<file path="src/rtl/dest_egress_reader.sv">
// rtl/dest_egress_reader.sv - merges D0/D1 FIFO pops into one egress stream; define STRICT_PRIO_EN for D0 strict priority
module dest_egress_reader #(
    parameter int BW    = 6,
    parameter int CNT_W = 5
) (
    input  logic             clk,
    input  logic             reset,
    input  logic             init,
    input  logic             D0_empty,
    input  logic             D1_empty,
    input  logic [BW-1:0]    D0_data_out,
    input  logic [BW-1:0]    D1_data_out,
    output logic             D0_rd,
    output logic             D1_rd,
    input  logic             eg_ready,
    output logic             eg_valid,
    output logic [BW-1:0]    eg_data,
    output logic             eg_dest,
    output logic [CNT_W-1:0] cnt_d0,
    output logic [CNT_W-1:0] cnt_d1,
    output logic             idle_out,
    output logic             active_out,
    output logic             error_out
);

    typedef enum logic [1:0] {
        S_INIT   = 2'd0,
        S_IDLE   = 2'd1,
        S_ACTIVE = 2'd2
    } state_t;

    localparam logic [CNT_W-1:0] CNT_ONE = {{(CNT_W-1){1'b0}}, 1'b1};

    state_t        state;
    logic [1:0]    occ;
    logic [BW-1:0] buf_data [2];
    logic          buf_dest [2];
    logic          inflight;
    logic          inflight_src;
    logic          rr_ptr;

    logic          can_issue;
    logic          pick_d1;
    logic          pop;
    logic          wr_hi;
    logic [BW-1:0] cap_data;

    assign eg_valid = (occ != 2'd0);
    assign eg_data  = buf_data[0];
    assign eg_dest  = buf_dest[0];
    assign pop      = eg_valid & eg_ready;
    assign cap_data = inflight_src ? D1_data_out : D0_data_out;
    // Capture goes behind whatever survives this cycle's pop.
    assign wr_hi    = (occ == 2'd2) || ((occ == 2'd1) && !pop);

    // Read issue: reserve a buffer slot for every word in flight, then arbitrate.
    always_comb begin
        can_issue = !init && ((state == S_IDLE) || (state == S_ACTIVE)) &&
                    (({1'b0, occ} + {2'b00, inflight}) < 3'd2);
        pick_d1 = 1'b0;
`ifdef STRICT_PRIO_EN
        pick_d1 = D0_empty;
`else
        if (!D0_empty && !D1_empty)
            pick_d1 = rr_ptr;
        else
            pick_d1 = D0_empty;
`endif
        D0_rd = can_issue && !pick_d1 && !D0_empty;
        D1_rd = can_issue &&  pick_d1 && !D1_empty;
    end

    // Datapath: in-flight tracking, 2-entry output buffer, counters, error flag, RR pointer.
    always_ff @(posedge clk or posedge reset) begin
        if (reset) begin
            occ          <= 2'd0;
            buf_data[0]  <= '0;
            buf_data[1]  <= '0;
            buf_dest[0]  <= 1'b0;
            buf_dest[1]  <= 1'b0;
            inflight     <= 1'b0;
            inflight_src <= 1'b0;
            rr_ptr       <= 1'b0;
            cnt_d0       <= '0;
            cnt_d1       <= '0;
            error_out    <= 1'b0;
        end else if (init) begin
            occ          <= 2'd0;
            buf_data[0]  <= '0;
            buf_data[1]  <= '0;
            buf_dest[0]  <= 1'b0;
            buf_dest[1]  <= 1'b0;
            inflight     <= 1'b0;
            inflight_src <= 1'b0;
            rr_ptr       <= 1'b0;
            cnt_d0       <= '0;
            cnt_d1       <= '0;
            error_out    <= 1'b0;
        end else begin
            inflight     <= D0_rd | D1_rd;
            inflight_src <= D1_rd;
            // Pointer always ends up on the destination not just served.
            if (D0_rd | D1_rd)
                rr_ptr <= D0_rd;
            if (pop) begin
                buf_data[0] <= buf_data[1];
                buf_dest[0] <= buf_dest[1];
                if (buf_dest[0])
                    cnt_d1 <= cnt_d1 + CNT_ONE;
                else
                    cnt_d0 <= cnt_d0 + CNT_ONE;
            end
            if (inflight) begin
                if (wr_hi) begin
                    buf_data[1] <= cap_data;
                    buf_dest[1] <= inflight_src;
                end else begin
                    buf_data[0] <= cap_data;
                    buf_dest[0] <= inflight_src;
                end
            end
            occ <= occ - {1'b0, pop} + {1'b0, inflight};
            if ((D0_rd & D0_empty) | (D1_rd & D1_empty))
                error_out <= 1'b1;
        end
    end

    // Control FSM with registered idle/active status.
    always_ff @(posedge clk or posedge reset) begin
        if (reset) begin
            state      <= S_INIT;
            idle_out   <= 1'b0;
            active_out <= 1'b0;
        end else if (init) begin
            state      <= S_INIT;
            idle_out   <= 1'b0;
            active_out <= 1'b0;
        end else begin
            case (state)
                S_INIT: begin
                    state      <= S_IDLE;
                    idle_out   <= 1'b1;
                    active_out <= 1'b0;
                end
                S_IDLE: begin
                    if (!D0_empty || !D1_empty || (occ != 2'd0)) begin
                        state      <= S_ACTIVE;
                        idle_out   <= 1'b0;
                        active_out <= 1'b1;
                    end
                end
                S_ACTIVE: begin
                    if (D0_empty && D1_empty && (occ == 2'd0) && !inflight) begin
                        state      <= S_IDLE;
                        idle_out   <= 1'b1;
                        active_out <= 1'b0;
                    end
                end
                default: begin
                    state      <= S_INIT;
                    idle_out   <= 1'b0;
                    active_out <= 1'b0;
                end
            endcase
        end
    end

endmodule

</file>
<file path="config.mk">
export PLATFORM = sky130hd
export DESIGN_NAME = dest_egress_reader
export DESIGN_NICKNAME = d
export VERILOG_FILES = /design/src/rtl/dest_egress_reader.sv
export SDC_FILE = /design/constraint.sdc
export NUM_CORES = 1
export LEC_CHECK = 0
export BUFFER_PORTS_ARGS = -buffer_cell sky130_fd_sc_hd__buf_2
export CAP_MARGIN = 20
export CORE_AREA = 10 10 69 71
export CTS_CLUSTER_DIAMETER = 80
export CTS_CLUSTER_SIZE = 20
export DETAILED_ROUTE_END_ITERATION = 7
export DIE_AREA = 0 0 79 81
export HOLD_SLACK_MARGIN = 0.1
export PLACE_DENSITY = 0.78
export SYNTH_ARGS = -nofsm -noshare
export SYNTH_HDL_FRONTEND = slang
export SYNTH_SLANG_ARGS = --single-unit
</file>
<file path="constraint.sdc">
create_clock -name clk -period 3.55 [get_ports clk]
set_input_delay 0.355 -clock clk [delete_from_list [all_inputs] [get_ports clk]]
set_output_delay 0.355 -clock clk [all_outputs]
set_load 0.005 [all_outputs]
</file>
Yosys cells after proc, flatten, opt, wreduce, memory -nomap -nowiden
Cells that the tools add are included.
{ "classes": {"order_cmp": 1, "n_reduce_logical": 34, "mux": 37, "addsub": 5, "eq_ne": 7, "bitwise": 5} }
{ "op_table": {"columns": ["operator", "n"], "rows": [
  ["5-bit 2-to-1 mux", 6],
  ["12-bit 2-to-1 mux", 2],
  ["6-bit 2-to-1 mux", 4],
  ["1-bit 2-to-1 mux", 16],
  ["2-bit nonzero test", 7],
  ["2-bit 2-to-1 mux", 6],
  ["1-bit logical AND", 11],
  ["5-bit by 1-bit adder with 5-bit output (second input constant)", 2],
  ["2-bit AND reduction", 4],
  ["1-bit logical NOT", 6],
  ["3-bit by 2-bit inequality test with 1-bit output (second input constant)", 2],
  ["2-bit case mux with 3 select lines", 1],
  ["2-bit by 1-bit == test with 1-bit output (second input constant)", 2],
  ["2-bit == test (second input constant)", 2],
  ["2-bit logical NOT", 2],
  ["1-bit logical OR", 4],
  ["2-bit by 1-bit adder with 3-bit output", 1],
  ["1-bit bitwise AND", 3],
  ["3-bit by 2-bit < comparator with 1-bit output (second input constant)", 1],
  ["1-bit case mux with 3 select lines", 1],
  ["2-bit by 1-bit adder with 2-bit output", 1],
  ["2-bit inequality test (second input constant)", 1],
  ["1-bit bitwise OR", 2],
  ["1-bit case mux with 2 select lines", 1],
  ["2-bit by 1-bit subtractor with 2-bit output", 1]
]} }
{ "totals": {"inputBits": 18, "ff_bits": 34, "word_cells": 103, "out_inout_bits": 23} }

Depth between registers and ports, before layout
Gate-level depths: netlist of run 1.
{ "depth": {"word_depth": 10, "depth_mapped": 8} }

Worst setup path before layout of run 1
No wires, ideal clock.
{ "synth_timing": {"path_type": "reg-to-output", "start": "register idle_out (netlist name)", "end": "output D1_rd", "n_path_buf": 0, "stages_incl_launch_ff": 6, "t_arrival_ns": 1.474, "slack_ns": 1.721, "cell_sequence": "dfrtp_1 > inv_1 > ha_1 > a2111o_1 > nor2_1 > o21a_1"} }
{ "synth_lines": {"columns": ["item", "line", "rtl"], "rows": [
  ["to (decl)", "14", "output logic D1_rd,"]
]} }

==> impl_metrics.toml, run 1 <==
[outcome]
status = "finished clean"

[timing]
setup_viol = 0
whs_ns = 0.231
report.final.hold_viol_count = 0
layout_min_cycle_time_ns = 2.38
worst_slew_pin_slew_ns = 0.632
fmax_ghz = 0.419
drv_slew = 0
fin_crit_sh_pct = 67.2
rsz0062_at_grt = "no"
tns_ns = 0
fin_worst_skew_ns = 0.00757
maxSlewHeadroom_pct = 57.8

[cells_and_area]
antennaDiodeCount = 0
instances_no_fill = 265
final_nets = 240
areaGrowthSynthToFinish_pct = 11.3
drive_gt1_share_pct = 27.2

[route]
drt_first_pass_iters = 4
post_drt_via_cell_ratio = 5.74
wl_per_cell_um = 15.2
drc = 0
drt-total-wl_mm = 4.04
final_antenna_net_count = 0
dr_total_vias = 1520
drt_first_iter_violations = 91

[floorplanning]
initial_utilization_pct = 53.6
rows = 22
core-area_mm2 = 0.00352
die_h_um = 81
fp.dieW_um = 79
die-area_mm2 = 0.00640
pin_count = 41

[global_routing]
antenna_found_initial = 0
grt_pass1_wl_mm = 6.82
grt_pass1_vias = 1509
grt_max_degree = 34
grt_overflow = 0
grtUsageTotal_pct = 13.3

[power]
powerDensity_mw_per_mm2 = 551
pwr-share-seq_pct = 46.9
comb_power_share_pct = 35.7
p_clk_share_pct = 17.4
p_int_uw = 703
swShare_pct = 39.3
vdd_drop_max_uv = 332
leakage_uw = 0.00101
fin_total_pwr_uw = 1160
power_switching_uw = 455

[setup_path]
critPathKind = "reg2out"
slowest_delay_ns = 0.44
crit_required_ns = 3.19
worstPathCellList = "inv_1, ha_1, a2111o_1, nor2_1, o21a_1, buf_2"
startpoint_type = "register"
endpoint_kind = "output pin"
crit_arrival_ns = 2.03
crit_fanout = 6
slowest_stage = "dfrtp_1"

[synth]
synth.avg_cell_area_um2 = 10.2
synth.largest_area_cell = "dfrtp_1"
async_flop_share_pct = 100
synth-seq-cells = 33
yosys.area.top_type_share_pct = 43.7
seq_area_frac_synth_pct = 43.7
synth.area.top_cells = "dfrtp_1 (44%), ha_1 (4.0%), mux2i_1 (3.2%), buf_4 (3.2%), nand2_1 (2.6%)"
ys_types = 50
synthCells = 186
synth_ff_type = "dfrtp_1"
synth_edf_count = 0
yosysWarnings = 0
syn_area_mm2 = 0.00189
syn_nets = 210

[clocking]
cts_sinks = 33
cts_made_buffers = 5
htreeDepth = 2
clkLatencyLatePin_ns = 0.34
cts-resized-gates = 0
clk_root_buffer_cell = "clkbuf_4"
cts_buffer_depth = 2
cts_tree = "done"
clkTransAtPathRegs_ns = 0.10

[place]
dp_cells = 256
dp_hpwl_mm = 2.95
numPortBuffers = 40
routabilityCongestion = 0.761

[job]
maxCapViolations = 0

[min_path]
min_path_type = "in2reg"
[layer usage]
layer  vias up  routed length, µm  GRT usage (%)
li1        742                  -              -
met1       735               1730           15.2
met2        38               2020           21.7
met3         5                237           4.30
met4         0                 54           7.35
met5         -                  0              0
[logic make-up after synthesis]
logic type               Yosys count  share of synthesized area (%)
AO/OA/AOI/OAI                     54                           22.4
XOR/XNOR                           4                           1.86
adder cells (fa/ha/maj)            6                           3.98
buffers and inverters             30                           8.28
flip-flops                        33                           43.7
multiplexers                       9                           4.97
AND/OR/NAND/NOR                   50                           14.8
[cell type report]
type | instances | area (µm²)
Fill cell | 338 | 1420
Inverter | 11 | 41.3
Sequential cell | 33 | 826
Clock inverter | 2 | 10.0
Clock buffer | 6 | 41.3
Multi-Input combinational cell | 123 | 906
Timing Repair Buffer | 42 | 218
Tap cell | 48 | 60.1
[placed cells by master (no fill, tap or decap), types with 2 or more instances in the layout]
cell type,count
nor2_1,8
inv_1,9
nor3_1,2
buf_2,40
xor2_1,3
clkbuf_4,5
o211a_1,4
o211ai_1,5
or4_1,2
a32oi_1,3
a221oi_1,3
mux2i_1,6
nand3_1,8
nand2_1,13
o41ai_1,3
or3_1,3
dfrtp_1,33
ha_1,6
a211oi_1,5
o31ai_1,2
clkinv_2,2
a21oi_1,8
a31oi_1,3
mux2_2,2
inv_2,2
o21a_1,4
o21ai_0,4
a2111o_1,2
nor2b_1,5
[final timing paths]
path,to,cells after the start,slack [ns],startpoint
setup reg to reg,occ[1]$_DFF_PP0_,7,1.41,occ[1]$_DFF_PP0_
max in group asynchronous,eg_data[5]$_DFF_PP0_,4,2.59,reset
hold / removal,inflight$_DFF_PP0_,2,0.23,D1_empty
hold reg to reg,active_out$_DFFE_PP0P_,1,0.50,active_out$_DFFE_PP0P_
min in group asynchronous,active_out$_DFFE_PP0P_,4,0.64,reset
setup / recovery,D1_rd,6,1.17,idle_out$_DFFE_PP0P_
[cell usage after synthesis, types with 3 or more instances]
cell type and number:
nor2b_1 5, o211ai_1 5, or3_1 3, a211oi_1 5, o21a_1 4, o41ai_1 3, inv_1 9, buf_2 4
nand3_1 8, xor2_1 3, a21oi_1 8, a32oi_1 3, ha_1 6, mux2i_1 6, a31oi_1 3, a221oi_1 3
o211a_1 4, nand2_1 13, buf_4 8, dfrtp_1 33, nor2_1 8, o21ai_0 4, clkbuf_1 5
[worst max-delay path: cells and delay by family (launching register included)]
kind                       cells  cell delay (ns)
AOI/OAI and AO/OA              2             0.58
DFF                            1             0.44
adders and majority gates      1             0.30
buffers and inverters          2             0.20
and+or+nand+nor                1             0.18
[metrics by stage]
stage | util [%] | worst slack, ns | cell area (µm²)
after CTS | 59.7 | 1.14 | 2100
final | 59.7 | 1.17 | 2100
after floorplan | - | 1.72 | 1890
after global placement | 57.9 | 1.48 | 2040
after global routing | 59.7 | 1.05 | 2100
after detailed placement | 57.9 | 1.41 | 2040
[registers in the layout, summed over array words and instances, names as in the netlist]
name	flops
error_out	1
idle_out	1
inflight_src	1
cnt_d1	5
active_out	1
occ	2
buf_data	6
state	1
inflight	1
cnt_d0	5
eg_dest	1
buf_dest	1
rr_ptr	1
eg_data	6
[timing repair]
| action | CTS | global route |
|---|---|---|
| hold buffers | 1 | 0 |
| hold endpoints to repair | 33 | 0 |
| setup buffers | 0 | 0 |
| endpoints found under the setup margin | 0 | 0 |
[power by group through the flow]
stage               combinational (µW)  sequential [µW]  clock, µW
floorplan                          385              496          0
global placement                   409              546          0
detailed placement                 418              550          0
CTS                                420              543        209
global route                       467              558        225
finish                             413              543        202
No activity file was read; power rests on OpenSTA's default activity.
==> run 2: changes to the inputs <==
Settings changed: CORE_AREA 10 10 69 71 to 10 10 74 76, DIE_AREA 0 0 79 81 to 0 0 84 86, PLACE_DENSITY 0.78 to 0.7.
Clock period 3.55 ns to 1.9 ns, I/O delays scaled along.
==> run 2 against run 1 <==
Effect of this change:
- clock power rose to 2.9 times the previous value
- cell count grew 6.4%
- worst hold slack got worse by 0.091 ns
- sequential share of layout area shrank 3.0 points
- worst setup slack got worse by 1.1 ns
- core utilization fell by 2.1 points
- total power grew 120%
- clock skew shrank 0.0012 ns
- sequential power increased by 77%
- largest cell class unchanged
==> impl_metrics.toml, run 2 (same netlist as run 1, synthesis figures left out) <==
[global_routing]
antenna_found_initial = 0
met1_usage_pct = 13.9
grt_overflow = 0
grt_pass1_wl_mm = 7.25
use_met3_pct = 3.69
grt_pass1_vias = 1592
grt.busiest_layer = "met2"
gr-usage-met2_pct = 19.9
grt_max_degree = 34
grtUsageTotal_pct = 11.8

[setup_path]
critPathKind = "reg2out"
timing.critical_path.from = "state[1]$_DFFE_PP0P_"
r2r_start = "state[1]$_DFFE_PP0P_"
slowest_stage = "dfrtp_1"
crit_arrival_ns = 1.63
startpoint_type = "register"
reg2reg_slack_ns = 0.12
worstPathCellList = "ha_4, a2111o_1, nor2_2, o21a_1, buf_2"
crit_fanout = 3
slowest_delay_ns = 0.42
endpoint_kind = "output pin"
crit_required_ns = 1.71

[place]
dp_cells = 267
numPortBuffers = 40
routabilityCongestion = 0.818
post-place-ws_ns = 0.198
dp_hpwl_mm = 3.05

[floorplanning]
die-area_mm2 = 0.00722
pin_count = 41
initial_utilization_pct = 47.5
fp.dieW_um = 84
core-area_mm2 = 0.00397
die_h_um = 86
rows = 23

[power]
p_int_uw = 1630
vdd_drop_max_uv = 760
comb_power_share_pct = 39.9
swShare_pct = 36.0
fin_total_pwr_uw = 2550
powerDensity_mw_per_mm2 = 1120
power_switching_uw = 921
p_clk_share_pct = 22.5
pwr-share-seq_pct = 37.5
leakage_uw = 0.00111

[cells_and_area]
final_nets = 255
instances_no_fill = 282
drive_gt1_share_pct = 34.5
multi_input_area_um2 = 921
antennaDiodeCount = 0
final_cell_mix = "buf_2 (40), dfrtp_1 (31), buf_4 (16)"
fillCellCount = 373
seq_area_um2 = 828
final_common_cell = "buf_2"
areaGrowthSynthToFinish_pct = 21.0

[clocking]
clkLatencyLatePin_ns = 0.28
clkTransAtPathRegs_ns = 0.06
cts_sinks = 33
htreeDepth = 2
cts_made_buffers = 5
cts_tree = "done"
clk_root_buffer_cell = "clkbuf_8"
cts_buffer_depth = 2

[timing]
fin_worst_skew_ns = 0.00641
drv_slew = 0
rsz0062_at_grt = "yes"
worst_slack_ns = 0.0836
fmax_ghz = 0.551
worst_slew_pin_slew_ns = 0.446
layout_min_cycle_time_ns = 1.82
maxSlewHeadroom_pct = 70.1
setup_viol = 0
report.final.hold_viol_count = 0
fin_crit_sh_pct = 95.6

[route]
dr_total_vias = 1598
drt_first_pass_iters = 4
drc = 0
post_drt_via_cell_ratio = 5.67
final_antenna_net_count = 0
drt-total-wl_mm = 4.32
drt_first_iter_violations = 95
wl_per_cell_um = 15.3

[min_path]
min_path_type = "in2reg"
hp-start = "D1_empty"

[job]
maxCapViolations = 0

[outcome]
status = "finished clean"
[run 2: cell count changes in the layout (fill, tap and decap cells not counted), moves of 2 or more]
| cell | before | now |
|---|---|---|
| buf_4 | 1 | 16 |
| clkbuf_8 | 0 | 7 |
| clkbuf_4 | 5 | 0 |
| dfrtp_1 | 33 | 31 |
| dfrtp_2 | 0 | 2 |
[run 2: critical path, delay by kind of cell, from the launching register on]
family | cells | cell delay (ns)
adder cells (fa/ha/maj) | 1 | 0.25
AND/OR/NAND/NOR | 1 | 0.12
buffers and inverters | 1 | 0.10
flip-flops | 1 | 0.42
AO/OA/AOI/OAI | 2 | 0.46
[run 2: metrics by stage]
step	setup TNS (ns)	instance area, µm²	utilization, %	hold WS [ns]
finish	0	2280	57.5	0.140
global route	-0.00216	2280	57.5	0.146
CTS	0	2270	57.3	0.131
detailed placement	0	2110	53.2	0.312
global placement	0	2110	53.2	0.308
floorplan	0	1890	-	0.277
[run 2: power by group through the flow]
| stage | logic, µW | clock network [µW] | registers, µW |
|---|---|---|---|
| 6_report | 1020 | 576 | 959 |
| 5_1_grt | 1140 | 624 | 979 |
| 4_1_cts | 994 | 597 | 970 |
| 3_5_place_dp | 929 | 0 | 977 |
| 3_3_place_gp | 922 | 0 | 972 |
| 2_1_floorplan | 719 | 0 | 926 |
[run 2: layer usage]
metal	vias to the layer above	share of wire [%]
met4	0	1.0
met3	5	5.4
li1	770	-
met1	788	46
met2	35	48
met5	-	0
[run 2: path summary, 6_finish.rpt]
| check | end | cells past startpoint |
|---|---|---|
| max in group asynchronous | occ[1]$_DFF_PP0_ | 4 |
| setup / recovery | D1_rd | 5 |
| hold / removal | inflight$_DFF_PP0_ | 2 |
| hold reg to reg | error_out$_DFFE_PP0P_ | 1 |
| min in group asynchronous | cnt_d1[3]$_DFFE_PP0P_ | 4 |
| setup reg to reg | rr_ptr$_DFFE_PP0P_ | 9 |
[run 2: final cells by class]
cell class	count	share of cell area, %
inverters	11	1.81
clock inverters	1	0.219
clock buffers	7	4.22
flip-flops and latches	33	36.3
multi-input cells	123	40.3
well taps	50	2.74
repair buffers	57	14.5
[run 2: what timing repair did]
item                                    in CTS  in global routing
setup buffers                                5                  1
endpoints found under the setup margin       2                  4
hold endpoints to repair                    33                  0
pin swaps                                    2                  3
hold buffers                                 1                  0
gates resized for setup                      3                  2
==> run 3: changes to the inputs <==
Settings changed: BUFFER_PORTS_ARGS -buffer_cell sky130_fd_sc_hd__buf_2 to unset, CORE_AREA 10 10 74 76 to 10 10 73 75, DIE_AREA 0 0 84 86 to 0 0 83 85, DONT_BUFFER_PORTS set to 1, PLACE_DENSITY 0.7 to 0.63.
Clock period 1.9 ns to 1.6 ns, I/O delays scaled along.
==> run 3 against run 2 <==
Effect of this change:
- the run now ends with setup timing left
- combinational power increased by 12%
- sequential power increased by 23%
- routed wire length decreased by 0.46%
- clock power increased by 17%
- design area decreased by 5.1%
- die area decreased by 2.3%
- cell count decreased by 13%
- register-to-register slack got worse by 0.07 ns
==> impl_metrics.toml, run 3 (same netlist as run 1, synthesis figures left out) <==
[route]
drt_first_iter_violations = 108
drt_first_pass_iters = 4
drt-total-wl_mm = 4.30
drc = 0
wl_per_cell_um = 17.6
final_antenna_net_count = 0
dr_total_vias = 1450
post_drt_via_cell_ratio = 5.94

[clocking]
clkTransAtPathRegs_ns = 0.06
cts_buffer_depth = 2
cts_made_buffers = 5
cts_tree = "done"
htreeDepth = 2
clk_root_buffer_cell = "clkbuf_8"
clkLatencyLatePin_ns = 0.28
cts_sinks = 33

[cells_and_area]
final_nets = 217
fin_util_pct = 55.4
areaGrowthSynthToFinish_pct = 14.8
drive_gt1_share_pct = 24.7
final_common_cell = "dfrtp_1"
antennaDiodeCount = 0
fillCellCount = 353
post-route-cell-area_mm2 = 0.00217
seq_area_um2 = 830
final_cell_mix = "dfrtp_1 (30), buf_4 (14), nand2_1 (13)"
multi_input_area_um2 = 976

[global_routing]
grt_pass1_wl_mm = 7.22
grt_pass1_vias = 1482
grtUsageTotal_pct = 12.2
grt_max_degree = 34
grt_overflow = 0
antenna_found_initial = 0

[timing]
rsz0062_at_grt = "yes"
report.final.hold_viol_count = 0
setup_viol = 2
worst_slack_ns = -0.175
worst_slew_pin_slew_ns = 0.801
maxSlewHeadroom_pct = 46.4
fin_worst_skew_ns = 0.00348
fmax_ghz = 0.563
fin_crit_sh_pct = 111
drv_slew = 0
tns_ns = -0.216
layout_min_cycle_time_ns = 1.78
whs_ns = 0.110

[place]
routabilityCongestion = 0.849
dp_hpwl_mm = 3.19
placed_area_mm2 = 0.00193
numPortBuffers = 0

[min_path]
hold_end = "cnt_d0[2]$_DFFE_PP0P_"
hp-start = "init"
hold_depth = 2
min_path_type = "in2reg"

[outcome]
status = "finished with violations"
violations = "setup timing"

[floorplanning]
rows = 23
initial_utilization_pct = 48.2
die_h_um = 85
fp.dieW_um = 83
die-area_mm2 = 0.00706
core-area_mm2 = 0.00391
pin_count = 41

[setup_path]
startpoint_type = "register"
critPathKind = "reg2out"
ff2ff_path_depth = 7
worstReg2RegEnd = "occ[0]$_DFF_PP0_"
slowest_delay_ns = 0.39
r2r_start = "occ[1]$_DFF_PP0_"
crit_fanout = 3
crit_required_ns = 1.44
worstPathCellList = "inv_2, ha_4, a2111o_1, nor2_2, o21a_1"
timing.critical_path.from = "idle_out$_DFFE_PP0P_"
crit_arrival_ns = 1.62
reg2reg_slack_ns = 0.05
endpoint_kind = "output pin"
slowest_stage = "dfrtp_1"

[power]
vdd_drop_max_uv = 721
comb_power_share_pct = 38.2
p_clk_share_pct = 22.5
p_int_uw = 1900
powerDensity_mw_per_mm2 = 1380
swShare_pct = 36.4
power_switching_uw = 1090
pwr-share-seq_pct = 39.3
leakage_uw = 0.000929
fin_total_pwr_uw = 2990

[job]
maxCapViolations = 0
[run 3: changes by cell type in the layout (fill, tap and decap cells not counted), moves of 2 or more]
cell	change
dlygate4sd3_1	+3
ha_1	-2
buf_2	-40
buf_4	-2
[run 3: stage by stage]
stage	cells	setup WS (ns)
after floorplan	186	-0.00280
after CTS	242	-0.185
final	244	-0.175
after global placement	228	0.0403
after global routing	244	-0.240
after detailed placement	228	-0.00105
[run 3: worst max-delay path: cells and delay by family (launching register included)]
kind                     cells  cell delay, ns
AO/OA/AOI/OAI                2            0.51
buffers and inverters        1            0.08
adder cells (fa/ha/maj)      1            0.20
AND/OR/NAND/NOR              1            0.15
flip-flops                   1            0.39
[run 3: how the worst max path moves through the flow]
stage          slack, ns                 endpoint  cells past startpoint
2_1_floorplan     -0.003         occ[1]$_DFF_PP0_                      8
3_5_place_dp      -0.001  buf_dest[0]$_DFFE_PP0P_                      3
3_3_place_gp        0.04  buf_dest[0]$_DFFE_PP0P_                      3
4_1_cts            -0.19                    D1_rd                      5
5_1_grt            -0.24                    D1_rd                      5
6_report           -0.18                    D1_rd                      5
[run 3: repair_timing]
item / 4_1_cts / 5_1_grt
setup buffers: 2 / 2
hold endpoints to repair: 56 / 0
pin swaps: 1 / 6
endpoints found under the setup margin: 3 / 16
hold buffers: 4 / 0
gates resized for setup: 2 / 13
[run 3: final cells by class]
class | instances | share of cell area, %
clock buffer | 7 | 4.45
clock inverter | 1 | 0.231
inverter | 11 | 1.91
multi-input combinational | 123 | 45.0
sequential | 33 | 38.3
tap | 50 | 2.89
timing repair buffer | 19 | 7.22
[run 3: metal layers]
layer / wire length [µm] / global-route usage, %
met5: 0 / 0
met4: 38 / 3.87
met3: 273 / 4.88
met2: 2210 / 20.9
met1: 1780 / 13.6
[run 3: power groups by stage]
stage | Sequential (µW) | Clock, µW | Combinational (µW)
detailed placement | 1200 | 0 | 966
floorplan | 1100 | 0 | 866
CTS | 1170 | 695 | 1040
finish | 1180 | 675 | 1140
global placement | 1190 | 0 | 929
global route | 1210 | 733 | 1280
